**config.mk**
```make
export PLATFORM = sky130hd
export DESIGN_NAME = seg_scan_ctrl_flat
export DESIGN_NICKNAME = d
export VERILOG_FILES = /design/src/rtl/disp_pkg.sv /design/src/rtl/seg_scan_ctrl_if.sv /design/src/rtl/seg_scan_ctrl_dec.sv /design/src/rtl/seg_scan_ctrl.sv /design/src/flat_wrapper.sv
export SDC_FILE = /design/constraint.sdc
export NUM_CORES = 1
export LEC_CHECK = 0
export ABC_AREA = 1
export ABC_CLOCK_PERIOD_IN_PS = 1900
export BUFFER_PORTS_ARGS = -buffer_cell sky130_fd_sc_hd__clkbuf_2
export CAP_MARGIN = 20
export CORE_ASPECT_RATIO = 0.75
export CORE_MARGIN = 2
export CORE_UTILIZATION = 52
export DETAILED_ROUTE_END_ITERATION = 12
export PLACE_DENSITY = 0.72
export SKIP_CTS_REPAIR_TIMING = 1
export SYNTH_ARGS = -nofsm -noshare
export SYNTH_HDL_FRONTEND = slang
export SYNTH_SLANG_ARGS = --single-unit
```
**constraint.sdc**
```tcl
create_clock -name clk -period 1.9 [get_ports clk]
set_input_delay 0.095 -clock clk [delete_from_list [all_inputs] [get_ports clk]]
set_output_delay 0.095 -clock clk [all_outputs]
set_load 0.03 [all_outputs]
```
**src/rtl/disp_pkg.sv**
```systemverilog
// rtl/disp_pkg.sv - shared constants for the seven-segment scan controller
// Purpose: segment/anode idle patterns and scan FSM state encoding.
package disp_pkg;

    // Widest display this controller supports; anode constants are sliced down.
    localparam int MAX_DIGITS = 8;

    // All segments dark (active-low outputs).
    localparam logic [6:0] SEG_BLANK = 7'b1111111;

    // All anodes off (active-low outputs); slice to NUM_DIGITS at the use site.
    localparam logic [MAX_DIGITS-1:0] AN_OFF = '1;

    // Scan FSM state encoding.
    localparam logic [0:0] GUARD = 1'b0;
    localparam logic [0:0] DRIVE = 1'b1;

endpackage

```
**src/rtl/seg_scan_ctrl_if.sv**
```systemverilog
// rtl/seg_scan_ctrl_if.sv - display-data load/commit bus for seg_scan_ctrl
// Ports (signals):
//   load       - single-cycle strobe capturing data_in/blank_in into the pending buffer
//   data_in    - hex nibbles, digit 0 in bits [3:0]
//   blank_in   - per-digit dark mask, 1 = digit dark
//   commit_ack - one-cycle pulse when pending data becomes displayed data
interface seg_scan_ctrl_if #(
    parameter int NUM_DIGITS = 4
);
    logic                    load;
    logic [4*NUM_DIGITS-1:0] data_in;
    logic [NUM_DIGITS-1:0]   blank_in;
    logic                    commit_ack;

    // master: the producer of display values (game FSM)
    modport master (
        output load,
        output data_in,
        output blank_in,
        input  commit_ack
    );

    // slave: the scan controller
    modport slave (
        input  load,
        input  data_in,
        input  blank_in,
        output commit_ack
    );
endinterface

```
**src/rtl/seg_scan_ctrl_dec.sv**
```systemverilog
// rtl/seg_scan_ctrl_dec.sv - hex to active-low seven-segment decoder
// Ports:
//   bcd  in  6  zero-extended nibble
//   sseg out 7  segments {a,b,c,d,e,f,g}, active-low
module BCDtoSSeg (
    input  logic [5:0] bcd,
    output logic [6:0] sseg
);
    always_comb begin
        case (bcd)
            6'h00:   sseg = 7'b0000001;
            6'h01:   sseg = 7'b1001111;
            6'h02:   sseg = 7'b0010010;
            6'h03:   sseg = 7'b0000110;
            6'h04:   sseg = 7'b1001100;
            6'h05:   sseg = 7'b0100100;
            6'h06:   sseg = 7'b0100000;
            6'h07:   sseg = 7'b0001111;
            6'h08:   sseg = 7'b0000000;
            6'h09:   sseg = 7'b0000100;
            6'h0A:   sseg = 7'b0001000;
            6'h0B:   sseg = 7'b1100000;
            6'h0C:   sseg = 7'b0110001;
            6'h0D:   sseg = 7'b1000010;
            6'h0E:   sseg = 7'b0110000;
            6'h0F:   sseg = 7'b0111000;
            // Only reachable for codes above 0xF, which the nibble mux never produces.
            default: sseg = 7'b0000000;
        endcase
    end
endmodule

```
**src/rtl/seg_scan_ctrl.sv**
```systemverilog
// rtl/seg_scan_ctrl.sv - time-multiplexed common-anode seven-segment scan controller
// Ports:
//   clk        in   system clock
//   rst        in   synchronous active-high reset
//   host       slave modport of seg_scan_ctrl_if (load/data_in/blank_in/commit_ack)
//   an         out  NUM_DIGITS anode enables, active-low, registered
//   sseg       out  7 segments {a..g}, active-low, registered
//   digit_idx  out  digit currently scanned
module seg_scan_ctrl
    import disp_pkg::*;
#(
    parameter int NUM_DIGITS = 4,
    parameter int SCAN_DIV   = 50000,
    parameter int BLANK_CYC  = 16
) (
    input  logic                          clk,
    input  logic                          rst,
    seg_scan_ctrl_if.slave                host,
    output logic [NUM_DIGITS-1:0]         an,
    output logic [6:0]                    sseg,
    output logic [$clog2(NUM_DIGITS)-1:0] digit_idx
);
    localparam int IDX_W = $clog2(NUM_DIGITS);
    localparam int PS_W  = $clog2(SCAN_DIV);

    localparam logic [PS_W-1:0]       PS_LAST    = PS_W'(SCAN_DIV - 1);
    localparam logic [PS_W-1:0]       GUARD_LAST = PS_W'(BLANK_CYC - 1);
    localparam logic [IDX_W-1:0]      DIGIT_LAST = IDX_W'(NUM_DIGITS - 1);
    localparam logic [NUM_DIGITS-1:0] AN_IDLE    = AN_OFF[NUM_DIGITS-1:0];

    logic [0:0]              state_q, state_d;
    logic [PS_W-1:0]         presc_q, presc_d;
    logic [IDX_W-1:0]        digit_q, digit_d;
    logic [4*NUM_DIGITS-1:0] disp_data_q, disp_data_d;
    logic [NUM_DIGITS-1:0]   disp_blank_q, disp_blank_d;
    logic [4*NUM_DIGITS-1:0] pend_data_q, pend_data_d;
    logic [NUM_DIGITS-1:0]   pend_blank_q, pend_blank_d;
    logic                    pend_q, pend_d;
    logic                    commit_ack_q, commit_ack_d;
    logic [NUM_DIGITS-1:0]   an_q, an_d;
    logic [6:0]              sseg_q, sseg_d;

    logic [3:0]              cur_nibble;
    logic                    cur_blank;
    logic [6:0]              dec_seg;
    logic                    slot_end;

    // One decoder shared by every digit; the mux follows the scan index.
    assign cur_nibble = disp_data_q[{digit_q, 2'b00} +: 4];
    assign cur_blank  = disp_blank_q[digit_q];

    BCDtoSSeg u_dec (
        .bcd  ({2'b00, cur_nibble}),
        .sseg (dec_seg)
    );

    assign slot_end = (state_q == DRIVE) && (presc_q == PS_LAST);

    always_comb begin
        state_d      = state_q;
        presc_d      = presc_q + 1'b1;
        digit_d      = digit_q;
        disp_data_d  = disp_data_q;
        disp_blank_d = disp_blank_q;
        pend_data_d  = pend_data_q;
        pend_blank_d = pend_blank_q;
        pend_d       = pend_q;
        commit_ack_d = 1'b0;
        an_d         = AN_IDLE;
        sseg_d       = sseg_q;

        if (state_q == GUARD) begin
            if (presc_q == GUARD_LAST) begin
                state_d = DRIVE;
            end
        end else if (slot_end) begin
            presc_d = '0;
            digit_d = (digit_q == DIGIT_LAST) ? '0 : digit_q + 1'b1;
            state_d = GUARD;
        end

        if (host.load) begin
            pend_data_d  = host.data_in;
            pend_blank_d = host.blank_in;
            pend_d       = 1'b1;
        end

        // Commit only at the digit boundary so a digit never shows a torn value.
        // A load arriving on this same edge bypasses the pending buffer.
        if (slot_end && (pend_q || host.load)) begin
            disp_data_d  = host.load ? host.data_in  : pend_data_q;
            disp_blank_d = host.load ? host.blank_in : pend_blank_q;
            pend_d       = 1'b0;
            commit_ack_d = 1'b1;
        end

        // Segments change only while anodes are dark; held through DRIVE.
        if (state_q == GUARD) begin
            sseg_d = cur_blank ? SEG_BLANK : dec_seg;
        end else if (!cur_blank) begin
            an_d = ~(NUM_DIGITS'(1) << digit_q);
        end
    end

    always_ff @(posedge clk) begin
        if (rst) begin
            state_q      <= GUARD;
            presc_q      <= '0;
            digit_q      <= '0;
            disp_data_q  <= '0;
            disp_blank_q <= '1;
            pend_data_q  <= '0;
            pend_blank_q <= '0;
            pend_q       <= 1'b0;
            commit_ack_q <= 1'b0;
            an_q         <= AN_IDLE;
            sseg_q       <= SEG_BLANK;
        end else begin
            state_q      <= state_d;
            presc_q      <= presc_d;
            digit_q      <= digit_d;
            disp_data_q  <= disp_data_d;
            disp_blank_q <= disp_blank_d;
            pend_data_q  <= pend_data_d;
            pend_blank_q <= pend_blank_d;
            pend_q       <= pend_d;
            commit_ack_q <= commit_ack_d;
            an_q         <= an_d;
            sseg_q       <= sseg_d;
        end
    end

    assign host.commit_ack = commit_ack_q;
    assign an              = an_q;
    assign sseg            = sseg_q;
    assign digit_idx       = digit_q;

endmodule

```
**src/flat_wrapper.sv**
```systemverilog
// flat-port wrapper written by rule: the top's interface ports become plain ports
module seg_scan_ctrl_flat import disp_pkg::*;
#(
    parameter int NUM_DIGITS = 4,
    parameter int SCAN_DIV   = 50000,
    parameter int BLANK_CYC  = 16
)
  (clk, rst, an, sseg, digit_idx, host_load, host_data_in, host_blank_in, host_commit_ack);
  seg_scan_ctrl_if #(.NUM_DIGITS(NUM_DIGITS)) host_i ();
  input  logic clk;
  input  logic rst;
  output logic [NUM_DIGITS-1:0] an;
  output logic [6:0] sseg;
  output logic [$clog2(NUM_DIGITS)-1:0] digit_idx;
  input wire logic [$bits(host_i.load)-1:0] host_load;
  input wire logic [$bits(host_i.data_in)-1:0] host_data_in;
  input wire logic [$bits(host_i.blank_in)-1:0] host_blank_in;
  output wire logic [$bits(host_i.commit_ack)-1:0] host_commit_ack;
  assign host_i.load = host_load;
  assign host_i.data_in = host_data_in;
  assign host_i.blank_in = host_blank_in;
  assign host_commit_ack = host_i.commit_ack;
  seg_scan_ctrl #(.NUM_DIGITS(NUM_DIGITS), .SCAN_DIV(SCAN_DIV), .BLANK_CYC(BLANK_CYC)) u_core (.clk(clk), .rst(rst), .host(host_i), .an(an), .sseg(sseg), .digit_idx(digit_idx));
endmodule
```
==> impl_metrics.yaml, run 1 <==
run_status:
  outcome: "finished clean"
yosys:
  synthTopCellsByCount: "nand2_1, nor2_1, dfxtp_1"
  synth_top_area_share_pct: 42.91
  ys.flop_type: "dfxtp_1"
  syn_inst: 472
  ys.warnings.count: 0
  yosys.area_share.adder_pct: 4.097
  synth_edf_count: 0
  muxShareOfSynthArea_pct: 5.959
  synthSimpleGateAreaFrac_pct: 31.40
  synth_top_family_by_area: "simple AND/OR/NAND/NOR gates"
  syn_nets: 506
  ys_seq_area_share_pct: 42.91
  synth_seq_cells: 72
  synth_xor_area_share_pct: 0.7821
  syn_area_um2: 3359
  syn-mean-instance-area_um2: 7.118
  async_flop_share_pct: 0
  synth-compound-area-share_pct: 5.028
  synth.most_common_cell: "nand2_1"
  synth.area.top_cells: "dfxtp_1, nand2_1, nor2_1"
  yosysUniqueCellTypes: 25
  yosysTopAreaCell: "dfxtp_1"
critical_path:
  r2r-end: "u_core.sseg[3]"
  path_class: "reg2reg"
  r2r-start: "u_core.digit_idx[0]"
  r2r_cells: 12
  arrival_ns: 2.01
  endpoint: "u_core.sseg[3]"
  endpoint_kind: "register"
  r2r_setup_slack_ns: 0.15
  cp-start-kind: "register"
  required_ns: 2.16
  critPathMaxFanout: 9
  critPathLaunch: "u_core.digit_idx[0]"
final_layout:
  fin_cells: 609
  synthToLayoutAreaGrowth_pct: 16.42
  antenna_cells: 0
  design_area_um2: 3911
  regArea_um2: 1445
  drive_above_1_share_pct: 15.91
  finalNetCount: 558
  multi_input_area_um2: 1595
  fillers: 581
  fin_util_pct: 62.21
placement:
  portBuffers: 36
  post-dp-hpwl_um: 4987
  dp_cells: 585
  place_congestion: 0.8993
  placed_area_um2: 3635
route:
  route.detailed.drc: 0
  wl_um: 7139
  post_drt_via_cell_ratio: 4.828
  dr.first_iter.drc_count: 133
  wl_per_cell_um: 11.72
  ant_nets: 0
  firstDrtPassIters: 4
  vias: 2940
hold_path:
  hold_path.class: "in2reg"
floorplan:
  die-area_um2: 7126
  die_y_um: 73.61
  ioPinCount: 37
  rows: 25
  die_w_um: 96.81
  initial_utilization_pct: 53.43
  coreArea_um2: 6287
clock_tree:
  cts_root_buf: "clkbuf_8"
  clk_pin_slew_ns: 0.08
  clk_latency_ns: 0.35
  cts_num_sinks: 72
  cts_tree: "yes"
  cts_buffers: 9
  htree_levels: 3
  clk_path_buf_depth: 2
power:
  vdd_drop_max_mv: 0.4647
  finalPower_mw: 2.891
  p_leak_nw: 1.873
  p_per_area_nw_per_um2: 739.2
timing:
  final_hold_viol_count: 0
  setup_violations: 0
  drv_slew: 0
  whs_ns: 0.002495
  period_share_pct: 92.01
  skew_ns: 0.009363
  slew_headroom_pct: 68.88
  post-route-min-period_ns: 1.748
  worst_pin_slew_ns: 0.4651
  fmax_mhz: 572.0
flow_run:
  cap_violations: 0
global_routing:
  grt_max_degree: 27
  grt_usage_pct: 21.03
  antenna_found_initial: 0
  grtUsageMet1_pct: 28.12
  grt_pass1_vias: 2707
  gr-total-overflow: 0
  top_usage_layer: "met2"
  met2_usage_pct: 33.49
  grt_pass1_wl_um: 12040
  grt_use_met3_pct: 7.041
## area by class of cell
class | instances | share of cell area (%)
repair buffers | 55 | 8.317
flip-flops and latches | 72 | 36.95
clock inverters | 6 | 1.759
clock buffers | 9 | 3.167
well taps | 81 | 2.591
inverters | 66 | 6.430
multi-input cells | 320 | 40.79
## metrics by stage
stage | worst slack (ns) | TNS, ns
finish | 0.1519 | 0
global route | -0.01222 | -0.01222
CTS | -0.01422 | -0.02156
detailed placement | 0.02483 | 0
global placement | 0.1441 | 0
floorplan | 0.09377 | 0
## critical path: stages (launching register included)
cell and delay, ns:
dfxtp_4 0.41, clkinvlp_4 0.17, nand2_1 0.09, nand3_1 0.09
nand2_2 0.16, inv_1 0.10, ha_1 0.22, nand3_1 0.13
nand2_1 0.07, nand2_1 0.05, nand3_1 0.07, nand2_1 0.06
inv_1 0.03
## state kept, by name, summed over array words and instances (netlist names)
| signal | count |
|---|---|
| u_core.disp_data_q | 16 |
| u_core.pend_data_q | 16 |
| u_core.presc_q | 16 |
| u_core.sseg | 7 |
| u_core.an | 4 |
| u_core.disp_blank_q | 4 |
| u_core.pend_blank_q | 4 |
| u_core.digit_idx | 2 |
| u_core.host.commit_ack | 1 |
| u_core.pend_q | 1 |
| u_core.state_q | 1 |
## worst min-delay path by stage
| stage | slack, ns | start | cells past startpoint | to |
|---|---|---|---|---|
| floorplan | 0.26 | host_blank_in[3] | 2 | u_core.pend_blank_q[3] |
| global placement | 0.35 | host_data_in[10] | 3 | u_core.pend_data_q[10] |
| detailed placement | 0.37 | host_data_in[9] | 3 | u_core.pend_data_q[9] |
| CTS | -0.002 | host_blank_in[3] | 3 | u_core.pend_blank_q[3] |
| global route | 0.005 | host_data_in[11] | 3 | u_core.pend_data_q[11] |
| finish | 0.002 | host_data_in[13] | 3 | u_core.pend_data_q[13] |
## logic make-up after synthesis
kind of cell               Yosys count
and+or+nand+nor                    253
buffers and inverters               80
DFF                                 72
AOI/OAI and AO/OA                   33
muxes                               20
adders and majority gates           11
xor gates and xnor gates             3
## placed cells by master, fill, tap and decap left out, drive strengths merged, types with 2 or more instances in the layout
master	instances
nand3	37
a21oi	17
clkinvlp	2
mux2i	20
xor2	3
nand4	3
nand2	126
nor2	79
inv	67
o21ai	14
nor3	6
ha	11
dfxtp	72
clkbuf	45
buf	18
or2	2
clkinv	2
## report_power, final
part | internal (mW) | switching, mW | total (mW)
sequential | 1.54 | 0.0103 | 1.55
clock | 0.608 | 0.602 | 1.21
combinational | 0.0574 | 0.0764 | 0.134
total | 2.20 | 0.688 | 2.89
## routing by layer
layer | vias up | wire length [um]
li1 | 1559 | -
met1 | 1319 | 3614
met5 | - | 0
met4 | 0 | 65
met3 | 8 | 330
met2 | 54 | 3128
Power figures use the tool's default switching activity.
==> inputs of run 2 (changes only) <==
--- a/config.mk
+++ b/config.mk
@@ -14,6 +14,7 @@
 export CORE_UTILIZATION = 52
 export DETAILED_ROUTE_END_ITERATION = 12
 export PLACE_DENSITY = 0.72
+export SETUP_SLACK_MARGIN = 0.3
 export SKIP_CTS_REPAIR_TIMING = 1
 export SYNTH_ARGS = -nofsm -noshare
 export SYNTH_HDL_FRONTEND = slang
==> impl_metrics.yaml, run 2 (synthesis results as in run 1) <==
run_status:
  outcome: "complete, but fails checks"
  violations: "negative hold slack"
global_routing:
  antenna_found_initial: 0
  grt_pass1_wl_um: 11270
  grt_usage_pct: 19.84
  grt_max_degree: 30
  gr-total-overflow: 0
  grt_pass1_vias: 2518
timing:
  period_share_pct: 82.35
  setup_violations: 0
  whs_ns: -0.002527
  setup_slack_ns: 0.3353
  worst_pin_slew_ns: 0.4423
  drv_slew: 0
  rsz0062_at_grt: "yes"
  slew_headroom_pct: 70.48
  setup_tns_ns: 0
  skew_ns: 0.005656
  post-route-min-period_ns: 1.565
  final_hold_viol_count: 2
  fmax_mhz: 639.1
final_layout:
  finalNetCount: 553
  layout_commonest_cell: "nand2_1"
  synthToLayoutAreaGrowth_pct: 19.74
  layout_common_cells: "nand2_1, nor2_1, dfxtp_1"
  antenna_cells: 0
  drive_above_1_share_pct: 18.93
  reg.largest.list: "u_core.disp_data_q x16, u_core.pend_data_q x16, u_core.presc_q x16"
  fin_util_pct: 63.98
  design_area_um2: 4023
  fin_cells: 604
clock_tree:
  cts_buffers: 9
  cts_num_sinks: 72
  clk_latency_ns: 0.36
  cts_tree: "yes"
  htree_levels: 3
  clk_path_buf_depth: 2
  clk_pin_slew_ns: 0.08
  cts_root_buf: "clkbuf_8"
route:
  post_drt_via_cell_ratio: 4.864
  ant_nets: 0
  dr.first_iter.drc_count: 182
  vias: 2938
  wl_per_cell_um: 12.02
  route.detailed.drc: 0
  wl_um: 7261
  firstDrtPassIters: 4
power:
  p_int_mw: 2.333
  switching_share_pct: 22.89
  pwr-share-seq_pct: 51.1
  pwr-share-comb_pct: 4.4
  p_switching_uw: 692.5
  finalPower_mw: 3.025
  p_leak_nw: 1.885
  vdd_drop_max_mv: 0.4059
  p_clk_share_pct: 44.5
  p_per_area_nw_per_um2: 752.1
critical_path:
  endpoint_kind: "register"
  cp-start-kind: "register"
  critPathLaunch: "u_core.digit_idx[0]"
  r2r_cells: 12
  r2r-start: "u_core.digit_idx[0]"
  arrival_ns: 1.83
  required_ns: 2.16
  r2r_setup_slack_ns: 0.34
  r2r-end: "u_core.sseg[3]"
  critPathMaxFanout: 5
  path_class: "reg2reg"
flow_run:
  cap_violations: 0
hold_path:
  min_path_cells: 3
  hold_path.class: "in2reg"
  min_from: "host_data_in[12]"
  min_to: "u_core.pend_data_q[12]"
floorplan:
  die-area_um2: 7126
  rows: 25
  ioPinCount: 37
  die_y_um: 73.61
  initial_utilization_pct: 53.43
  die_w_um: 96.81
  coreArea_um2: 6287
placement:
  place_ws_ns: 0.2334
  portBuffers: 36
  post-dp-hpwl_um: 4801
  placed_area_um2: 3608
  place_congestion: 0.9264
  dp_cells: 580
==> run 2: cell count changes in the layout (fill, tap and decap cells not counted), sizes merged <==
| cell | change |
|---|---|
| buf | -6 |
| clkinvlp | -1 |
| clkbuf | +1 |
| bufinv | +1 |
| dlygate4sd3 | -1 |
| nor2 | +1 |
==> run 2: cell type report <==
type	count	area, um^2
Sequential cell	72	1450
Tap cell	81	101.3
Clock buffer	9	123.9
Timing Repair Buffer	49	319.1
Fill cell	556	2265
Multi-Input combinational cell	321	1677
Inverter	66	257.7
Clock inverter	6	93.84
==> run 2: how the worst max path moves through the flow <==
stage          cells after the start             end
6_report                          12  u_core.sseg[3]
5_1_grt                           12  u_core.sseg[6]
4_1_cts                           12  u_core.sseg[3]
3_5_place_dp                      12  u_core.sseg[3]
3_3_place_gp                      12  u_core.sseg[3]
2_1_floorplan                     13  u_core.sseg[3]
==> run 2: layer usage <==
metal  share of wire (%)  wire length, um  vias to the layer above  track usage, %
met5                   0                0                        -               0
met3                 5.3              382                        7           7.041
met1                  51             3687                     1314           26.49
li1                    -                -                     1553               -
met4                 1.1               80                        0           7.042
met2                  43             3109                       64           30.02
==> run 2: worst max-delay path, cell delays in order, from the launching register on <==
cell and delay [ns]:
dfxtp_4 0.42, buf_12 0.12, nand2_1 0.08, nand3_2 0.10, nand2_2 0.09, buf_4 0.15
ha_4 0.16, inv_2 0.06, nand2_2 0.05, nand3_1 0.07, nand3_1 0.08, nand2_1 0.06
inv_1 0.03
==> run 2: power groups by stage <==
stage | clock [mW] | combinational, mW | sequential (mW)
floorplan | 0 | 0.0879 | 1.58
global placement | 0 | 0.129 | 1.58
detailed placement | 0 | 0.131 | 1.58
CTS | 1.37 | 0.131 | 1.55
global route | 1.42 | 0.150 | 1.55
finish | 1.35 | 0.132 | 1.55
==> inputs of run 3 (changes only) <==
--- a/config.mk
+++ b/config.mk
@@ -6,7 +6,7 @@
 export NUM_CORES = 1
 export LEC_CHECK = 0
 export ABC_AREA = 1
-export ABC_CLOCK_PERIOD_IN_PS = 1900
+export ABC_CLOCK_PERIOD_IN_PS = 1370
 export BUFFER_PORTS_ARGS = -buffer_cell sky130_fd_sc_hd__clkbuf_2
 export CAP_MARGIN = 20
 export CORE_ASPECT_RATIO = 0.75
==> constraint.sdc (replaced) <==
create_clock -name clk -period 1.37 [get_ports clk]
set_input_delay 0.0685 -clock clk [delete_from_list [all_inputs] [get_ports clk]]
set_output_delay 0.0685 -clock clk [all_outputs]
set_load 0.03 [all_outputs]
==> impl_metrics.yaml, run 3 (synthesis results as in run 1) <==
floorplan:
  die_w_um: 96.81
  coreArea_um2: 6287
  rows: 25
  ioPinCount: 37
  die_y_um: 73.61
  die-area_um2: 7126
  initial_utilization_pct: 53.43
hold_path:
  hold_path.class: "in2reg"
route:
  firstDrtPassIters: 4
  ant_nets: 0
  vias: 3242
  dr.first_iter.drc_count: 172
  post_drt_via_cell_ratio: 5.003
  route.detailed.drc: 0
  wl_per_cell_um: 13.49
  wl_um: 8741
placement:
  place_congestion: 0.9108
  post-dp-hpwl_um: 5528
  placed_area_um2: 4073
  portBuffers: 36
final_layout:
  synthToLayoutAreaGrowth_pct: 44.17
  antenna_cells: 0
  reg.largest.list: "u_core.disp_data_q x16, u_core.pend_data_q x16, u_core.presc_q x16"
  design_area_um2: 4843
  layout_common_cells: "nand2_1, dfxtp_1, nor2_1"
  finalNetCount: 596
  drive_above_1_share_pct: 39.33
  layout_commonest_cell: "nand2_1"
critical_path:
  path_class: "reg2reg"
  endpoint_kind: "register"
  critPathMaxFanout: 5
  r2r_setup_slack_ns: -0.20
  required_ns: 1.66
  arrival_ns: 1.86
  cp-start-kind: "register"
clock_tree:
  cts_tree: "yes"
  cts_num_sinks: 72
  clk_pin_slew_ns: 0.09
  cts_root_buf: "clkbuf_8"
  clk_path_buf_depth: 2
  clk_latency_ns: 0.37
  htree_levels: 3
  cts_buffers: 9
power:
  vdd_drop_max_mv: 0.7915
  p_leak_nw: 2.204
  finalPower_mw: 4.124
  p_per_area_nw_per_um2: 851.5
timing:
  slew_headroom_pct: 80.19
  skew_ns: 0.01084
  setup_slack_ns: -0.2009
  whs_ns: -0.02705
  final_hold_viol_count: 9
  setup_violations: 39
  drv_slew: 0
  setup_tns_ns: -2.781
  post-route-min-period_ns: 1.571
  fmax_mhz: 636.6
  worst_pin_slew_ns: 0.2889
  rsz0062_at_grt: "yes"
  period_share_pct: 114.7
global_routing:
  grt_pass1_wl_um: 12790
  grt_max_degree: 26
  grt_usage_pct: 22.60
  grt_pass1_vias: 2715
  gr-total-overflow: 0
  antenna_found_initial: 0
flow_run:
  cap_violations: 0
run_status:
  violations: "negative hold slack, negative setup slack"
  outcome: "complete, but fails checks"
[run 3: area by class of cell]
type,count,area [um^2]
Timing Repair Buffer,93,733.2
Sequential cell,72,1456
Clock inverter,7,78.83
Fill cell,432,1444
Inverter,66,262.8
Clock buffer,9,123.9
Multi-Input combinational cell,320,2087
Tap cell,81,101.3
[run 3: routing by layer]
layer / up-vias / global-route usage [%] / wire length [um]
li1: 1652 / - / -
met1: 1465 / 31.70 / 4036
met2: 108 / 34.10 / 3980
met3: 17 / 6.565 / 595
met4: 0 / 6.573 / 128
met5: - / 0 / 0
[run 3: worst paths after layout]
path	from	endpoint	cells after the start
setup reg to reg	u_core.presc_q[0]	u_core.disp_data_q[11]	12
setup / recovery	u_core.presc_q[0]	u_core.disp_data_q[11]	12
hold reg to reg	u_core.sseg[6]	u_core.sseg[6]	2
hold / removal	host_blank_in[2]	u_core.pend_blank_q[2]	3
[run 3: stage by stage]
| stage | hold slack (ns) | setup WS [ns] | util [%] | instances |
|---|---|---|---|---|
| final | -0.02705 | -0.2009 | 77.03 | 648 |
| after global routing | -0.008423 | -0.2745 | 77.03 | 648 |
| after CTS | -0.03409 | -0.1412 | 68.00 | 633 |
| after detailed placement | 0.3466 | -0.1297 | 64.78 | 617 |
| after global placement | 0.3334 | -0.1280 | 64.78 | 617 |
| after floorplan | 0.2352 | -0.1549 | - | 472 |
[run 3: worst max-delay path, cell delays in order, from the launching register on]
cell,delay (ns)
dfxtp_2,0.36
ha_4,0.15
nand2_4,0.05
inv_4,0.06
nand2_4,0.06
inv_2,0.05
nand3_2,0.05
inv_2,0.09
nand3_4,0.13
clkbuf_16,0.20
nand2_1,0.08
inv_1,0.06
nor2_1,0.15
[run 3: report_power, final]
group / internal, mW / switching [mW] / total, mW / leakage, nW
Combinational: 0.103 / 0.132 / 0.235 / 1.51
Sequential: 2.13 / 0.0169 / 2.15 / 0.589
Clock: 0.859 / 0.884 / 1.74 / 0.104
Total: 3.09 / 1.03 / 4.12 / 2.20
